`src/rtl/multicycle_ctrl_fsm.sv`:
```
// Multicycle control FSM for an RV32I-subset CPU: IF/ID/EX/MEM/WB sequencing with combinational datapath controls.
// Optional build macro MEM_READY_EN adds a mem_ready handshake that stalls IF and MEM.
module multicycle_ctrl_fsm (
    input  logic       clk,
    input  logic       reset_n,
    input  logic [6:0] opcode,
    input  logic [2:0] funct3,
    input  logic       funct7_5,
    input  logic       alu_bcond,
`ifdef MEM_READY_EN
    input  logic       mem_ready,
`endif
    output logic [3:0] alu_op,
    output logic       alu_src_a,
    output logic [1:0] alu_src_b,
    output logic       i_or_d,
    output logic       mem_read,
    output logic       mem_write,
    output logic       ir_write,
    output logic       mem_to_reg,
    output logic       reg_write,
    output logic       pc_write,
    output logic       pc_source,
    output logic       is_ecall,
    output logic [3:0] state
);

    typedef enum logic [3:0] {
        S_IF  = 4'd0, S_ID = 4'd1, S_EX = 4'd2, S_MEM = 4'd3, S_WB = 4'd4,
        S_PC4 = 4'd5, S_BR = 4'd6, S_JAL = 4'd7, S_JR = 4'd8
    } state_t;

    localparam logic [6:0] OP_R     = 7'b0110011;
    localparam logic [6:0] OP_I     = 7'b0010011;
    localparam logic [6:0] OP_LOAD  = 7'b0000011;
    localparam logic [6:0] OP_STORE = 7'b0100011;
    localparam logic [6:0] OP_JALR  = 7'b1100111;
    localparam logic [6:0] OP_BR    = 7'b1100011;
    localparam logic [6:0] OP_JAL   = 7'b1101111;
    localparam logic [6:0] OP_ECALL = 7'b1110011;

    state_t     state_r, next_state_s;
    logic       mem_done_s;
    logic [3:0] alu_op_s;
    logic       alu_src_a_s, i_or_d_s, mem_read_s, mem_write_s, ir_write_s;
    logic       mem_to_reg_s, reg_write_s, pc_write_s, pc_source_s, is_ecall_s;
    logic [1:0] alu_src_b_s;
    logic       is_r_s, is_load_s, is_store_s, is_jalr_s;

    function automatic logic [3:0] ex_alu_op(input logic [2:0] f3, input logic sub);
        case (f3)
            3'b000:  ex_alu_op = sub ? 4'b0001 : 4'b0000;
            3'b001:  ex_alu_op = 4'b1010;
            3'b100:  ex_alu_op = 4'b1000;
            3'b101:  ex_alu_op = 4'b1011;
            3'b110:  ex_alu_op = 4'b0101;
            3'b111:  ex_alu_op = 4'b0100;
            default: ex_alu_op = 4'b0000;
        endcase
    endfunction

    function automatic logic [3:0] br_alu_op(input logic [2:0] f3);
        case (f3)
            3'b000:  br_alu_op = 4'b0000;
            3'b001:  br_alu_op = 4'b1010;
            3'b100:  br_alu_op = 4'b1000;
            3'b101:  br_alu_op = 4'b1011;
            default: br_alu_op = 4'b1111;
        endcase
    endfunction

`ifdef MEM_READY_EN
    assign mem_done_s = mem_ready;
`else
    assign mem_done_s = 1'b1;
`endif

    assign is_r_s     = (opcode == OP_R);
    assign is_load_s  = (opcode == OP_LOAD);
    assign is_store_s = (opcode == OP_STORE);
    assign is_jalr_s  = (opcode == OP_JALR);

    // State register; reset returns to fetch and abandons any pending memory wait.
    always_ff @(posedge clk) begin
        if (!reset_n) begin
            state_r <= S_IF;
        end else begin
            state_r <= next_state_s;
        end
    end

    // Next-state and per-state datapath controls.
    always_comb begin
        next_state_s = state_r;
        alu_op_s     = 4'b0000;
        alu_src_a_s  = 1'b0;
        alu_src_b_s  = 2'b00;
        i_or_d_s     = 1'b0;
        mem_read_s   = 1'b0;
        mem_write_s  = 1'b0;
        ir_write_s   = 1'b0;
        mem_to_reg_s = 1'b0;
        reg_write_s  = 1'b0;
        pc_write_s   = 1'b0;
        pc_source_s  = 1'b0;
        is_ecall_s   = 1'b0;
        case (state_r)
            S_IF: begin
                mem_read_s = 1'b1;
                ir_write_s = mem_done_s;
                if (mem_done_s) begin
                    next_state_s = S_ID;
                end else begin
                    next_state_s = S_IF;
                end
            end
            S_ID: begin
                alu_src_b_s = 2'b10;
                case (opcode)
                    OP_R, OP_I, OP_LOAD, OP_STORE, OP_JALR: next_state_s = S_EX;
                    OP_BR:    next_state_s = S_BR;
                    OP_JAL:   next_state_s = S_JAL;
                    OP_ECALL: begin
                        is_ecall_s   = 1'b1;
                        next_state_s = S_PC4;
                    end
                    default:  next_state_s = S_PC4;
                endcase
            end
            S_EX: begin
                alu_src_a_s = 1'b1;
                alu_src_b_s = is_r_s ? 2'b00 : 2'b10;
                // Address and link-target computations always use add.
                if (is_load_s || is_store_s || is_jalr_s) begin
                    alu_op_s = 4'b0000;
                end else begin
                    alu_op_s = ex_alu_op(funct3, is_r_s & funct7_5);
                end
                if (is_load_s || is_store_s) begin
                    next_state_s = S_MEM;
                end else if (is_jalr_s) begin
                    next_state_s = S_JR;
                end else begin
                    next_state_s = S_WB;
                end
            end
            S_MEM: begin
                i_or_d_s    = 1'b1;
                mem_read_s  = is_load_s;
                mem_write_s = is_store_s;
                if (!mem_done_s) begin
                    next_state_s = S_MEM;
                end else if (is_load_s) begin
                    next_state_s = S_WB;
                end else begin
                    next_state_s = S_PC4;
                end
            end
            S_WB: begin
                reg_write_s  = 1'b1;
                mem_to_reg_s = is_load_s;
                next_state_s = S_PC4;
            end
            S_PC4: begin
                alu_src_b_s  = 2'b01;
                pc_write_s   = 1'b1;
                next_state_s = S_IF;
            end
            S_BR: begin
                alu_src_a_s = 1'b1;
                alu_op_s    = br_alu_op(funct3);
                pc_write_s  = alu_bcond;
                pc_source_s = 1'b1;
                if (alu_bcond) begin
                    next_state_s = S_IF;
                end else begin
                    next_state_s = S_PC4;
                end
            end
            S_JAL, S_JR: begin
                alu_src_b_s  = 2'b01;
                reg_write_s  = 1'b1;
                pc_write_s   = 1'b1;
                pc_source_s  = 1'b1;
                next_state_s = S_IF;
            end
            default: begin
                next_state_s = S_IF;
            end
        endcase
    end

    // Every output reads zero while reset is held low.
    assign alu_op     = reset_n ? alu_op_s     : 4'b0000;
    assign alu_src_a  = reset_n ? alu_src_a_s  : 1'b0;
    assign alu_src_b  = reset_n ? alu_src_b_s  : 2'b00;
    assign i_or_d     = reset_n ? i_or_d_s     : 1'b0;
    assign mem_read   = reset_n ? mem_read_s   : 1'b0;
    assign mem_write  = reset_n ? mem_write_s  : 1'b0;
    assign ir_write   = reset_n ? ir_write_s   : 1'b0;
    assign mem_to_reg = reset_n ? mem_to_reg_s : 1'b0;
    assign reg_write  = reset_n ? reg_write_s  : 1'b0;
    assign pc_write   = reset_n ? pc_write_s   : 1'b0;
    assign pc_source  = reset_n ? pc_source_s  : 1'b0;
    assign is_ecall   = reset_n ? is_ecall_s   : 1'b0;
    assign state      = reset_n ? state_r      : 4'd0;

endmodule

```
`config.mk`:
```
export PLATFORM = sky130hd
export DESIGN_NAME = multicycle_ctrl_fsm
export DESIGN_NICKNAME = d
export VERILOG_FILES = /design/src/rtl/multicycle_ctrl_fsm.sv
export SDC_FILE = /design/constraint.sdc
export NUM_CORES = 1
export LEC_CHECK = 0
export BUFFER_PORTS_ARGS = -buffer_cell sky130_fd_sc_hd__buf_2
export CAP_MARGIN = 10
export CORE_UTILIZATION = 47
export DETAILED_ROUTE_END_ITERATION = 16
export HOLD_SLACK_MARGIN = 0.1
export PLACE_DENSITY_LB_ADDON = 0.08
export SLEW_MARGIN = 20
export SYNTH_ARGS = -nofsm -noshare
export SYNTH_HDL_FRONTEND = slang
export SYNTH_SLANG_ARGS = --single-unit
```
`constraint.sdc`:
```
create_clock -name clk -period 4.3 [get_ports clk]
set_clock_uncertainty 0.1 [all_clocks]
set_input_delay 0.43 -clock clk [delete_from_list [all_inputs] [get_ports clk]]
set_output_delay 0.43 -clock clk [all_outputs]
set_load 0.05 [all_outputs]
```
# Word level (Yosys, flattened, before mapping)
# Index checks and enable logic that the tools add are counted.
totals:
  reg_bits: 4
  out_inout_bits: 20
op_classes:
  eq_ne: 21
  muxes: 37
  bitwise: 1
  n_reduce_logical: 9
ops:
  columns: ["operator", "count"]
  rows:
  - ["one-hot mux 4 bit (6 select lines)", 2]
  - ["== test 7 bit, second input constant", 4]
  - ["2-to-1 mux 1 bit", 21]
  - ["2-to-1 mux 4 bit", 5]
  - ["== test 4 x 3 -> 1 bit, second input constant", 4]
  - ["one-hot mux 4 bit (4 select lines)", 1]
  - ["== test 7 x 6 -> 1 bit, second input constant", 2]
  - ["== test 3 bit, second input constant", 4]
  - ["one-hot mux 3 bit (3 select lines)", 1]
  - ["OR reduction 3 bit", 3]
  - ["== test 4 x 2 -> 1 bit, second input constant", 2]
  - ["one-hot mux 4 bit (2 select lines)", 1]
  - ["== test 7 x 2 -> 1 bit, second input constant", 1]
  - ["== test 7 x 5 -> 1 bit, second input constant", 1]
  - ["one-hot mux 2 bit (3 select lines)", 1]
  - ["OR reduction 5 bit", 1]
  - ["== test 4 x 1 -> 1 bit, second input constant", 1]
  - ["== test 4 bit, second input constant", 1]
  - ["logical NOT 4 bit", 1]
  - ["2-to-1 mux 2 bit", 2]
  - ["one-hot mux 1 bit (2 select lines)", 2]
  - ["== test 3 x 1 -> 1 bit, second input constant", 1]
  - ["logical NOT 3 bit", 1]
  - ["2-to-1 mux 3 bit", 1]
  - ["3 further kinds", 4]

# Logic depth before layout (Yosys ltp)
logic_depth:
  ltp_word: 7
  ltp_mapped: 5

# Worst setup path after synthesis
# OpenSTA, ideal clock, no wires.
synth_path:
  kind: "input port to output port"
  from: "input port opcode[2]"
  to: "output port mem_to_reg"
  arrival_ns: 2.445
  path_slack_ns: 1.325
  path_stages: 4
  n_path_buf: 0
  cell_sequence: "or2_4 > nor3_4 > nand2_1 > nor4_1"
synth_via:
  elab_chain_len: 3
synth_lines:
  columns: ["element", "line", "source"]
  rows:
  - ["from (decl)", "6", "input logic [6:0] opcode,"]
  - ["== test 7 x 2 -> 1 bit", "79", "assign is_load_s = (opcode == OP_LOAD);"]
  - ["2-to-1 mux 1 bit", "107", "case (state_r)"]
  - ["2-to-1 mux 1 bit", "201", "assign mem_to_reg = reset_n ? mem_to_reg_s : 1'b0;"]
  - ["to (decl)", "20", "output logic mem_to_reg,"]
# Every way passes these cells.

# Worst setup path in the final report
layout_path:
  from: "register state_r[1]"
  to: "output port alu_op[0]"
layout_via:
  elab_chain_len: 3
layout_lines:
  columns: ["element", "line", "source"]
  rows:
  - ["from (decl)", "42", "state_t state_r, next_state_s;"]
  - ["from (signal assigned)", "88", "state_r <= next_state_s;"]
  - ["== test 4 x 3 -> 1 bit / == test 4 x 2 -> 1 bit (equally long branches)", "107", null]
  - ["one-hot mux 4 bit (2 select lines) *", "107", null]
  - ["2-to-1 mux 4 bit *", "194", "assign alu_op = reset_n ? alu_op_s : 4'b0000;"]
  - ["to (decl)", "13", "output logic [3:0] alu_op,"]
# Mark *: on every way between the ends. The rest lies on a longest branch, timed or not.

==> metrics.txt <==
worst vdd rail ir drop 0.1595 mV; top post-synthesis cells by area dfxtp_1 13%, a21oi_1 7.1%, nand2_1 6.0%; Pwr Density 249.6 nW/um^2; unrepaired setup endpoints after global routing no; number of DRC markers after the initial detailed-route iteration 15; endpoint required time on the critical path 3.77 ns; later-pin clock latency in the skew report 0.23 ns; final weighted congestion in routability-driven placement 0.7842; Clock H-tree levels 1; area enclosed by the die boundary 1492 um^2; most numerous cell in the Yosys netlist nand2_1; remaining max-slew budget at the tightest pin 66.45%; Starting Density 53.85%; Top Registers state_r: 4 flops; buffer count from post-CTS setup fixing 0; length of the first detailed-routing pass in iterations 4; Setup crit end kind primary output; count of antenna diodes in the layout 0; CTS Hold Buffers Added 0; TritonCTS clock tree done; class of the tightest hold or removal check input port to flip-flop; final core area utilization 68.91%; status finished, final reports clean; number of buffers added on ports 33; number of instances resized during post-cts repair 0; remaining routing DRC violations 0; largest fanout of any net on the critical path 11; register cell area after layout 80.08 um^2; Max Clock Freq 0.4033 GHz; Sink Count 4; number of enable-type register cells in the synthesized netlist 0; actual transition at the worst max-transition pin 0.4962 ns; Post-Synthesis Cells 91; clock slew seen by the registers of the worst setup and hold paths 0.04 ns; leak pwr 0.4101 nW; final critical-path share of the clock period 57.67%; Final Critical Period 2.480 ns; Top-Level Pins 34; Avg WL per Cell 11.11 um; number of stages on the worst hold path 2; Post-Synthesis Net Count 105; number of flip-flops in the largest register 4; Setup Crit Path Kind flip-flop to primary output; Layout Area Growth over Synthesis 27.98%; ratio of cells with drive above 1 in the final layout 36.89%; Max clock buf depth 2; antenna violation net count after detailed routing 0; HPWL reported at the end of detailed placement 1202 um; library cells used by synthesis 39; number of buffers added by the clock tree synthesis step 3; footprint of the multi-input gates 495.5 um^2; area of the mapped netlist 630.6 um^2; sum of overflow across all layers after global routing 0; Design Power 0.2014 mW; fraction of synthesized cell area taken by the top area cell type 12.70%; leading area contributor after synthesis dfxtp_1; Warnings, synthesis 0; Total Nets Final 138; via count of the first global-routing pass 550; most frequently used flop master after synthesis dfxtp_1; most used standard cells in the synthesized netlist 10 x nand2_1, 9 x a21oi_1, 8 x nor2_1; total global-route track usage 22.33%; final number of max-transition violations 0; Most flops, register state_r; wire length of the first global-routing pass 2332 um; aggregate negative setup slack 0 ns; arrival time reported for the critical path endpoint 1.95 ns; number of core rows 12; final count of hold timing violations 0; number of filler cells placed in the layout 116; height of the die 38.63 um; average footprint of a synthesized cell 6.930 um^2; slack of the worst reg-to-reg path 2.73 ns; sort of element at the start of the critical path flip-flop; sequential element share of the synthesized area 12.70%; fraction of registers with async set/reset 0%; routed wire length 1511 um; DIE WIDTH 38.63 um; number of storage elements in the synthesis netlist 4; clock root buffer clkbuf_4; vias 736; largest net degree at the start of global routing 14; logic depth of the worst register-to-register path 4; final count of negative-setup-slack endpoints 0; initial antenna violation count 0; placeable core area 1171 um^2; Avg Vias per Cell 5.412; max-cap violations 0
report_power, final:
part / internal, mW / switching [mW]
combinational: 0.0330 / 0.0689
clock: 0.0311 / 0.0145
sequential: 0.0418 / 0.0121
critical path, stage by stage, from the launching register on:
cell      delay [ns]
dfxtp_1         0.51
or3b_4          0.45
nor2_4          0.15
a41oi_1         0.15
o221ai_2        0.17
buf_2           0.28
through the flow:
| step | hold WS [ns] | worst slack (ns) | area (um^2) | instances |
|---|---|---|---|---|
| after detailed placement | 0.5560 | 2.032 | 784.5 | 133 |
| after floorplan | 0.4014 | 1.325 | 630.6 | 91 |
| after global placement | 0.5636 | 2.058 | 784.5 | 133 |
| final | 0.3871 | 1.820 | 807.0 | 136 |
| after global routing | 0.3955 | 1.674 | 807.0 | 136 |
| after CTS | 0.3881 | 1.821 | 807.0 | 136 |
cell usage in the layout (no fill, tap or decap), types with 4 or more instances in the layout:
cell type	count
inv_1	7
and2_1	4
nor2b_1	5
buf_2	33
a21oi_1	9
nand2_1	10
dfxtp_1	4
nor2_1	8
layout make-up:
class | count | area share, %
Clock buffer | 3 | 2.791
Inverter | 7 | 3.256
Multi-Input combinational cell | 75 | 61.40
Sequential cell | 4 | 9.922
Tap cell | 14 | 2.171
Timing Repair Buffer | 33 | 20.47
cells by family (layout without fill, tap and decap cells):
logic type      count (synthesis)  in the layout  share of synthesized area [%]
simple gates                   49             49                          49.21
compound gates                 25             25                          27.98
buf+inv                        12             43                          8.731
flops                           4              4                          12.70
xor+xnor                        1              1                          1.389
path summary, 6_finish.rpt:
| kind | to | startpoint |
|---|---|---|
| setup reg to reg | state_r[2]$_SDFF_PN0_ | state_r[1]$_SDFF_PN0_ |
| hold / removal | state_r[3]$_SDFF_PN0_ | opcode[4] |
| hold reg to reg | state_r[1]$_SDFF_PN0_ | state_r[0]$_SDFF_PN0_ |
| setup / recovery | alu_op[0] | state_r[1]$_SDFF_PN0_ |
per-layer routing:
layer	track usage, %	routed length, um	vias to the layer above
met3	5.202	59	0
met5	0	0	-
met1	28.52	721	327
met4	2.586	0	0
met2	38.75	730	22
li1	-	-	387
(Power assumes the default switching activity.)
